--- src/rtl/exec_pkg.sv ---
// Shared encodings for the execute stage: ALU op codes, forwarding selects,
// RV32M funct3 codes and the iterative mul/div FSM state type.
package exec_pkg;

    // ALUControl encodings; ALU_SR shifts arithmetically when InstrE[30] is set
    localparam logic [2:0] ALU_ADD = 3'b000;
    localparam logic [2:0] ALU_SUB = 3'b001;
    localparam logic [2:0] ALU_AND = 3'b010;
    localparam logic [2:0] ALU_OR  = 3'b011;
    localparam logic [2:0] ALU_XOR = 3'b100;
    localparam logic [2:0] ALU_SLT = 3'b101;
    localparam logic [2:0] ALU_SLL = 3'b110;
    localparam logic [2:0] ALU_SR  = 3'b111;

    // Operand forwarding selects
    localparam logic [1:0] FWD_RD  = 2'd0;
    localparam logic [1:0] FWD_WB  = 2'd1;
    localparam logic [1:0] FWD_MEM = 2'd2;

    // RV32M funct3 codes
    localparam logic [2:0] MD_MUL    = 3'd0;
    localparam logic [2:0] MD_MULH   = 3'd1;
    localparam logic [2:0] MD_MULHSU = 3'd2;
    localparam logic [2:0] MD_MULHU  = 3'd3;
    localparam logic [2:0] MD_DIV    = 3'd4;
    localparam logic [2:0] MD_DIVU   = 3'd5;
    localparam logic [2:0] MD_REM    = 3'd6;
    localparam logic [2:0] MD_REMU   = 3'd7;

    typedef enum logic [1:0] {IDLE, RUN, DONE} mdState_t;

endpackage

--- src/rtl/muldiv_iter.sv ---
// Iterative radix-2 multiply/divide unit. Operands are reduced to magnitudes
// on start, processed for XLEN steps (shift-add or restoring divide) and the
// sign is reapplied when the result is read in DONE.
module muldiv_iter
    import exec_pkg::*;
#(
    parameter int XLEN = 32
) (
    input  logic            clk,
    input  logic            rst,
    input  logic            start,
    input  logic [2:0]      op,
    input  logic [XLEN-1:0] a,
    input  logic [XLEN-1:0] b,
    output logic            busy,
    output logic            done,
    output logic [XLEN-1:0] result
);
    localparam int CW = $clog2(XLEN) + 1;

    mdState_t          state, stateNext;
    logic [CW-1:0]     cnt;
    logic [XLEN-1:0]   hi, lo, opnd, aRaw;
    logic [2:0]        opR;
    logic              negRes, negRem, divZero;
    logic              signedA, signedB, sa, sb;
    logic [XLEN-1:0]   magA, magB;
    logic [XLEN:0]     mulSum, remShift, diff;
    logic [2*XLEN-1:0] prod;

    // Operand signedness and magnitudes for the op being started
    always_comb begin
        signedA = (op == MD_MULH) || (op == MD_MULHSU) || (op == MD_DIV) || (op == MD_REM);
        signedB = (op == MD_MULH) || (op == MD_DIV) || (op == MD_REM);
        sa      = signedA & a[XLEN-1];
        sb      = signedB & b[XLEN-1];
        magA    = sa ? -a : a;
        magB    = sb ? -b : b;
    end

    // One shift-add (multiply) or restoring-subtract (divide) step
    always_comb begin
        mulSum   = {1'b0, hi} + (lo[0] ? {1'b0, opnd} : '0);
        remShift = {hi, lo[XLEN-1]};
        diff     = remShift - {1'b0, opnd};
    end

    // FSM state register; reset aborts any operation in flight
    always_ff @(posedge clk or posedge rst) begin
        if (rst) state <= IDLE;
        else     state <= stateNext;
    end

    // FSM next state: start stalls immediately, RUN lasts XLEN cycles
    always_comb begin
        stateNext = state;
        busy      = 1'b0;
        done      = 1'b0;
        case (state)
            IDLE: begin
                if (start) begin
                    busy      = 1'b1;
                    stateNext = RUN;
                end
            end
            RUN: begin
                busy = 1'b1;
                if (cnt == CW'(XLEN - 1)) stateNext = DONE;
            end
            DONE: begin
                done      = 1'b1;
                stateNext = IDLE;
            end
            default: stateNext = IDLE;
        endcase
    end

    // Step counter, cleared whenever the unit is idle
    always_ff @(posedge clk or posedge rst) begin
        if (rst)                cnt <= '0;
        else if (state == RUN)  cnt <= cnt + CW'(1);
        else                    cnt <= '0;
    end

    // Operand latch on start and shift-register update during RUN
    always_ff @(posedge clk) begin
        if (state == IDLE && start) begin
            opR     <= op;
            aRaw    <= a;
            divZero <= (b == '0);
            negRes  <= sa ^ sb;
            negRem  <= sa;
            hi      <= '0;
            lo      <= op[2] ? magA : magB;
            opnd    <= op[2] ? magB : magA;
        end else if (state == RUN) begin
            if (opR[2]) begin
                hi <= diff[XLEN] ? remShift[XLEN-1:0] : diff[XLEN-1:0];
                lo <= {lo[XLEN-2:0], ~diff[XLEN]};
            end else begin
                hi <= mulSum[XLEN:1];
                lo <= {mulSum[0], lo[XLEN-1:1]};
            end
        end
    end

    // Result selection with sign restoration and divide special cases
    always_comb begin
        prod = negRes ? -{hi, lo} : {hi, lo};
        case (opR)
            MD_MUL:                      result = prod[XLEN-1:0];
            MD_MULH, MD_MULHSU, MD_MULHU: result = prod[2*XLEN-1:XLEN];
            MD_DIV, MD_DIVU:             result = divZero ? '1 : (negRes ? -lo : lo);
            default:                     result = divZero ? aRaw : (negRem ? -hi : hi);
        endcase
    end

endmodule

--- src/rtl/execute_stage_md.sv ---
// Execute stage with forwarding, ALU, branch/jump resolution, RV32M unit and
// the EX/MEM pipeline register. Defining EXEC_FAST_MUL_EN makes the four
// multiplies single-cycle combinational; divides always stay iterative.
module execute_stage_md
    import exec_pkg::*;
#(
    parameter int XLEN = 32,
    parameter int RDW  = 5
) (
    input  logic            clk,
    input  logic            rst,
    input  logic [XLEN-1:0] RD1_E,
    input  logic [XLEN-1:0] RD2_E,
    input  logic [XLEN-1:0] PCE,
    input  logic [XLEN-1:0] PCPlus4E,
    input  logic [XLEN-1:0] ImmExtE,
    input  logic [31:0]     InstrE,
    input  logic [RDW-1:0]  RdE,
    input  logic            RegWriteE,
    input  logic            MemWriteE,
    input  logic            BranchE,
    input  logic            JumpE,
    input  logic            JalrE,
    input  logic            ALUSrcE,
    input  logic            MulDivE,
    input  logic [2:0]      ALUControlE,
    input  logic [1:0]      ResultSrcE,
    input  logic [1:0]      ForwardAE,
    input  logic [1:0]      ForwardBE,
    input  logic [XLEN-1:0] ResultW,
    input  logic            Predict_branchE,
    output logic            PCSrcE,
    output logic [XLEN-1:0] PCTargetE,
    output logic            MispredictE,
    output logic            StallE,
    output logic [XLEN-1:0] ALUResultM,
    output logic [XLEN-1:0] WriteDataM,
    output logic [XLEN-1:0] PCPlus4M,
    output logic [31:0]     InstrM,
    output logic [RDW-1:0]  RdM,
    output logic            RegWriteM,
    output logic            MemWriteM,
    output logic [1:0]      ResultSrcM
);
    localparam int SHW = $clog2(XLEN);

    logic [XLEN-1:0]        srcA, srcB, aluB, aluResult, exResult, target, jalrSum;
    logic signed [XLEN-1:0] srcAS, aluBS;
    logic [SHW-1:0]         shamt;
    logic [2:0]             funct3;
    logic                   zero, neg, cond, pcSrcRaw;
    logic                   mdStart, mdBusy, mdDone, fastMul;
    logic [XLEN-1:0]        mdResult, fastResult;

    assign funct3 = InstrE[14:12];

    // Forwarding muxes for both source operands
    always_comb begin
        case (ForwardAE)
            FWD_RD:  srcA = RD1_E;
            FWD_WB:  srcA = ResultW;
            FWD_MEM: srcA = ALUResultM;
            default: srcA = '0;
        endcase
        case (ForwardBE)
            FWD_RD:  srcB = RD2_E;
            FWD_WB:  srcB = ResultW;
            FWD_MEM: srcB = ALUResultM;
            default: srcB = '0;
        endcase
    end

    // Single-cycle ALU
    always_comb begin
        aluB  = ALUSrcE ? ImmExtE : srcB;
        srcAS = srcA;
        aluBS = aluB;
        shamt = aluB[SHW-1:0];
        case (ALUControlE)
            ALU_ADD: aluResult = srcA + aluB;
            ALU_SUB: aluResult = srcA - aluB;
            ALU_AND: aluResult = srcA & aluB;
            ALU_OR:  aluResult = srcA | aluB;
            ALU_XOR: aluResult = srcA ^ aluB;
            ALU_SLT: aluResult = {{(XLEN-1){1'b0}}, (srcAS < aluBS)};
            ALU_SLL: aluResult = srcA << shamt;
            default: begin
                if (InstrE[30]) aluResult = srcAS >>> shamt;
                else            aluResult = srcA >> shamt;
            end
        endcase
    end

    // Branch condition from the ALU flags and redirect target
    always_comb begin
        zero = (aluResult == '0);
        neg  = aluResult[XLEN-1];
        case (funct3)
            3'b000:         cond = zero;
            3'b001:         cond = ~zero;
            3'b100, 3'b110: cond = neg;
            3'b101, 3'b111: cond = ~neg;
            default:        cond = 1'b0;
        endcase
        pcSrcRaw = (BranchE & cond) | JumpE;
        jalrSum  = srcA + ImmExtE;
        target   = JalrE ? {jalrSum[XLEN-1:1], 1'b0} : (PCE + ImmExtE);
    end

`ifdef EXEC_FAST_MUL_EN
    logic signed [2*XLEN-1:0] fmA, fmB, fmProd;

    // Combinational multiplier; operands sign-extended per op, low 2*XLEN bits exact
    always_comb begin
        fmA        = {{XLEN{((funct3 == MD_MULH) || (funct3 == MD_MULHSU)) & srcA[XLEN-1]}}, srcA};
        fmB        = {{XLEN{(funct3 == MD_MULH) & srcB[XLEN-1]}}, srcB};
        fmProd     = fmA * fmB;
        fastMul    = MulDivE & ~funct3[2];
        fastResult = (funct3 == MD_MUL) ? fmProd[XLEN-1:0] : fmProd[2*XLEN-1:XLEN];
    end
`else
    assign fastMul    = 1'b0;
    assign fastResult = '0;
`endif

    assign mdStart = MulDivE & ~fastMul;

    muldiv_iter #(.XLEN(XLEN)) uMulDiv (
        .clk    (clk),
        .rst    (rst),
        .start  (mdStart),
        .op     (funct3),
        .a      (srcA),
        .b      (srcB),
        .busy   (mdBusy),
        .done   (mdDone),
        .result (mdResult)
    );

    assign StallE      = mdBusy;
    assign PCSrcE      = pcSrcRaw & ~StallE;
    assign PCTargetE   = StallE ? '0 : (pcSrcRaw ? target : PCPlus4E);
    assign MispredictE = ~StallE & (BranchE | JumpE) & (pcSrcRaw != Predict_branchE);

    // Result that EX hands to MEM this cycle
    always_comb begin
        exResult = aluResult;
        if (mdDone)       exResult = mdResult;
        else if (fastMul) exResult = fastResult;
    end

    // EX/MEM register; a stalled EX inserts a bubble
    always_ff @(posedge clk or posedge rst) begin
        if (rst) begin
            ALUResultM <= '0;
            WriteDataM <= '0;
            PCPlus4M   <= '0;
            InstrM     <= '0;
            RdM        <= '0;
            RegWriteM  <= 1'b0;
            MemWriteM  <= 1'b0;
            ResultSrcM <= '0;
        end else begin
            ALUResultM <= exResult;
            WriteDataM <= srcB;
            PCPlus4M   <= PCPlus4E;
            InstrM     <= InstrE;
            ResultSrcM <= ResultSrcE;
            RdM        <= StallE ? '0 : RdE;
            RegWriteM  <= RegWriteE & ~StallE;
            MemWriteM  <= MemWriteE & ~StallE;
        end
    end

endmodule

--- config.mk ---
export PLATFORM = sky130hd
export DESIGN_NAME = execute_stage_md
export DESIGN_NICKNAME = d
export VERILOG_FILES = /design/src/rtl/exec_pkg.sv /design/src/rtl/muldiv_iter.sv /design/src/rtl/execute_stage_md.sv
export SDC_FILE = /design/constraint.sdc
export NUM_CORES = 2
export LEC_CHECK = 0
export ABC_AREA = 1
export CORE_ASPECT_RATIO = 1.25
export CORE_MARGIN = 2
export CORE_UTILIZATION = 55
export CTS_CLUSTER_DIAMETER = 40
export CTS_CLUSTER_SIZE = 24
export DETAILED_ROUTE_END_ITERATION = 10
export PLACE_DENSITY = 0.78
export SETUP_SLACK_MARGIN = 0.1
export SYNTH_ARGS = -nofsm -noshare
export SYNTH_HDL_FRONTEND = slang
export SYNTH_HIERARCHICAL = 1
export SYNTH_SLANG_ARGS = --single-unit
--- constraint.sdc ---
create_clock -name clk -period 8.2 [get_ports clk]
set_input_delay 1.64 -clock clk [delete_from_list [all_inputs] [get_ports clk]]
set_output_delay 1.64 -clock clk [all_outputs]
set_load 0.01 [all_outputs]
==> results of run 1 <==
-- cell families after synthesis --
| group | synth area share, % |
|---|---|
| adder cells (fa/ha/maj) | 8.01 |
| buffers and inverters | 12.1 |
| AND/OR/NAND/NOR | 43.4 |
| flip-flops | 19.6 |
| AO/OA/AOI/OAI | 14.0 |
| XOR/XNOR | 2.97 |
-- routing by layer --
metal | GRT overflow | GRT usage, %
met5 | 0 | 8.82
met4 | 7 | 60.2
met3 | 0 | 33.8
met2 | 6 | 87.6
met1 | 0 | 64.1
-- timing repair --
| action | 4_1_cts |
|---|---|
| gates cloned | 2 |
| pin swaps | 15 |
| setup buffers | 8 |
| endpoints found under the setup margin | 34 |
| gates resized for setup | 98 |
-- per-stage QoR --
stage	cells	setup slack, ns	utilization (%)
after floorplan	6509	1.14	-
after global placement	8208	-0.724	69.4
after detailed placement	8208	-0.806	69.4
after CTS	8302	0.101	72.2
==> results_dict.tcl, run 1 <==
set metrics [dict create \
    synth_most_common_cell "nand2_1" \
    floorplan.rows 106 \
    gr-total-overflow 13 \
    synthArstFlopShare_pct 52.0 \
    synth_edf_count 102 \
    yosys-top-cells-area "nand2_1 21%, nand3_1 9.9%, dfrtp_1 9.7%" \
    synth-seq-cells 279 \
    status "did not finish" \
    die-width_um 237 \
    dp_hpwl_um 165000 \
    cts.sinks 279 \
    grt_max_degree 89 \
    synth_cell_types 70 \
    worstEndpointType "primary output" \
    dieHeight_um 296 \
    cts_made_buffers 45 \
    gp_congestion 1.30 \
    grtUsageTotal_pct 62.0 \
    grt-worst-endpoint "PCTargetE[8]" \
    syn-instance-count 6509 \
    start_util_pct 55.8 \
    synth_top_cell_area_share_pct 20.8 \
    h-tree-depth 2 \
    synth_top_area_cell "nand2_1" \
    haltStage "global routing" \
    root_buffer "clkbuf_16" \
    synthesis.nets 6993 \
    synth.avg_cell_area_sq_um 5.75 \
    portBuffers 419 \
    tool.error "[ERROR GRT-0232] Routing congestion too high. Check the congestion heatmap in the GUI." \
    yosys-top-cells-count "2072 x nand2_1, 856 x inv_1, 741 x nand3_1" \
    yosysWarningCount 6 \
    synthFlopType "dfrtp_1" \
    synth_area_sq_um 37400 \
    clock_path_buffers 3 \
    placed_cell_area_sq_um 46600 \
    hold_buffers 0 \
    ys_seq_area_share_pct 19.6 \
    ios 420 \
]
==> run 2, diff against run 1 <==
--- a/config.mk
+++ b/config.mk
@@ -6,14 +6,10 @@
 export NUM_CORES = 2
 export LEC_CHECK = 0
 export ABC_AREA = 1
-export CORE_ASPECT_RATIO = 1.25
 export CORE_MARGIN = 2
-export CORE_UTILIZATION = 55
-export CTS_CLUSTER_DIAMETER = 40
-export CTS_CLUSTER_SIZE = 24
+export CORE_UTILIZATION = 40
 export DETAILED_ROUTE_END_ITERATION = 10
-export PLACE_DENSITY = 0.78
-export SETUP_SLACK_MARGIN = 0.1
+export PLACE_DENSITY_LB_ADDON = 0.15
 export SYNTH_ARGS = -nofsm -noshare
 export SYNTH_HDL_FRONTEND = slang
 export SYNTH_HIERARCHICAL = 1
==> run 2 against run 1 <==
Against the previous run: the flow now finishes without violations; synthesized cell count stayed put; synthesized area stayed put.
==> results_dict.tcl, run 2 <==
set metrics [dict create \
    cap_violations 0 \
    gp_congestion 1.10 \
    slowest_stage "clkdlybuf4s50_1" \
    synth-seq-cells 279 \
    h-tree-depth 2 \
    wl_per_cell_um 25.8 \
    ys_seq_area_share_pct 19.6 \
    synthFlopType "dfrtp_1" \
    power_density_nw_per_um2 240 \
    synthArstFlopShare_pct 52.0 \
    final_cell_mix "2031 x nand2_1, 843 x inv_1, 750 x buf_4, 719 x nand3_1, 671 x nor2_1" \
    dieArea_sq_um 96100 \
    core-area_sq_um 93000 \
    status "completed" \
    grt_antenna_before_repair 21 \
    p_leak_uw 0.0257 \
    path_clk_slew_ns 0.06 \
    portBuffers 419 \
    dieHeight_um 310 \
    die-width_um 310 \
    critPathMaxFanout 6 \
    skew_ns 0.0381 \
    timing.critical_path.mode_cell "nor2_1" \
    syn-instance-count 6509 \
    floorplan.rows 112 \
    clock_path_buffers 3 \
    synthesis.nets 6993 \
    drive_above_1_share_pct 16.1 \
    drtPass1Iterations 9 \
    slew_violations 0 \
    finalCriticalPeriod_ns 8.07 \
    worstPathArrival_ns 6.43 \
    dp_hpwl_um 186000 \
    yosys-top-cells-count "2072 x nand2_1, 856 x inv_1, 741 x nand3_1" \
    drc_errors 0 \
    yosys-top-cells-area "nand2_1 21%, nand3_1 9.9%, dfrtp_1 9.7%" \
    synth_top_area_cell "nand2_1" \
    rsz0062_at_grt "true" \
    synth_cell_types 70 \
    cts_made_buffers 37 \
    root_buffer "clkbuf_16" \
    synth_area_sq_um 37400 \
    slew_headroom_pct 27.0 \
    routed-via-count 49900 \
    clk_latency_ns 0.63 \
    drt_iter0_drc 6860 \
    whs_ns 0.476 \
    worstPathRequired_ns 6.56 \
    worstMarginPinSlew_ns 1.09 \
    grt_pass1_vias 46100 \
    synth_most_common_cell "nand2_1" \
    vdd_drop_max_v 0.000209 \
    vias_per_cell 5.67 \
    hold_class "flop to flop" \
    grt_pass1_wl_um 317000 \
    grt_max_degree 103 \
    max_freq_ghz 0.124 \
    gr-total-overflow 0 \
    final.period_utilization_pct 98.4 \
    hold_buffers 0 \
    synth_edf_count 102 \
    fillers 9646 \
    synth.avg_cell_area_sq_um 5.75 \
    ant_nets 0 \
    critPathLaunchType "primary input" \
    yosysWarningCount 6 \
    synth_top_cell_area_share_pct 20.8 \
    final_common_cell "nand2_1" \
    start_util_pct 40.2 \
    routed_wl_um 227000 \
    hold_viol_final 0 \
    setup_viol 0 \
    end_kind "output port" \
    reg2regPathDepth 23 \
    postLayoutCoreUtil_pct 54.0 \
    cts_tree "built" \
    critPathKind "primary input to output port" \
    cts.sinks 279 \
    max_stage_delay_ns 0.47 \
    hold_depth 1 \
    areaGrowthSynthToFinish_pct 34.2 \
    grtUsageTotal_pct 45.8 \
    nNetsFinal 7994 \
    ios 420 \
]
## run 2: cell counts after synthesis
No cell type changed its count.
## run 2: through the flow
| stage | cell area, sq um | power [uW] | setup TNS [ns] | setup WS, ns | instances |
|---|---|---|---|---|---|
| detailed placement | 47900 | 9790 | -33.91 | -1.11 | 8704 |
| global route | 50200 | 12700 | -1.10 | -0.107 | 8796 |
| global placement | 47900 | 9790 | -33.56 | -1.07 | 8704 |
| floorplan | 37400 | 6390 | 0 | 1.14 | 6509 |
| finish | 50200 | 12000 | 0 | 0.133 | 8801 |
| CTS | 49600 | 11600 | -0.633 | -0.203 | 8779 |
## run 2: power by group
part / switching (uW) / internal, uW / leakage [uW]
Combinational: 5270 / 2680 / 0.0221
Sequential: 591 / 1750 / 0.00303
Clock: 745 / 1010 / 0.000623
## run 2: what timing repair did
item                       in CTS  in global routing
pin swaps                      13                 52
gates resized for setup       131                245
setup endpoints to repair      34                 34
gates cloned                    1                  0
setup buffers                   7                 13
## run 2: final timing paths
path | end | slack, ns | start
worst max register to register | ALUResultM[31] | 3.98 | ALUResultM[1]
worst min register to register | uMulDiv/cnt[0] | 0.48 | uMulDiv/cnt[0]
worst min-delay path | uMulDiv/cnt[0] | 0.48 | uMulDiv/cnt[0]
worst max-delay path | PCTargetE[2] | 0.13 | ForwardAE[1]
max in group asynchronous | InstrM[1] | 5.18 | rst
min in group asynchronous | uMulDiv/cnt[3] | 1.41 | rst
## run 2: final cells by class
class                   count  area [sq um]  area share, %
diodes                      9          22.5         0.0448
clock inverters            17           231          0.461
clock buffers              50          1050           2.08
multi-input cells        5111         26500           52.8
flip-flops and latches    279          7330           14.6
inverters                 884          3340           6.64
repair buffers           1197         10200           20.3
well taps                1254          1570           3.12
## run 2: logic make-up (layout without fill, tap and decap cells)
family	after synthesis	in the layout	share of synthesized area [%]
AND/OR/NAND/NOR	3822	3822	43.4
AO/OA/AOI/OAI	926	926	14.0
other	0	9	0
buffers and inverters	1119	2148	12.1
XOR/XNOR	127	127	2.97
adder cells (fa/ha/maj)	236	236	8.01
flip-flops	279	279	19.6
## run 2: per-layer routing
layer	up-vias	routed length, um	GRT usage (%)
li1	23100	-	-
met1	22800	83500	55.2
met2	3170	96900	70.5
met3	821	24900	10.6
met4	22	21400	35.5
met5	-	149	0
## run 2: critical path: cells and delay by family
family / cells / cell delay (ns)
adders and majority gates: 1 / 0.23
AOI/OAI and AO/OA: 5 / 0.99
and+or+nand+nor: 16 / 1.67
buffers and inverters: 10 / 1.89
(Power assumes the default switching activity.)
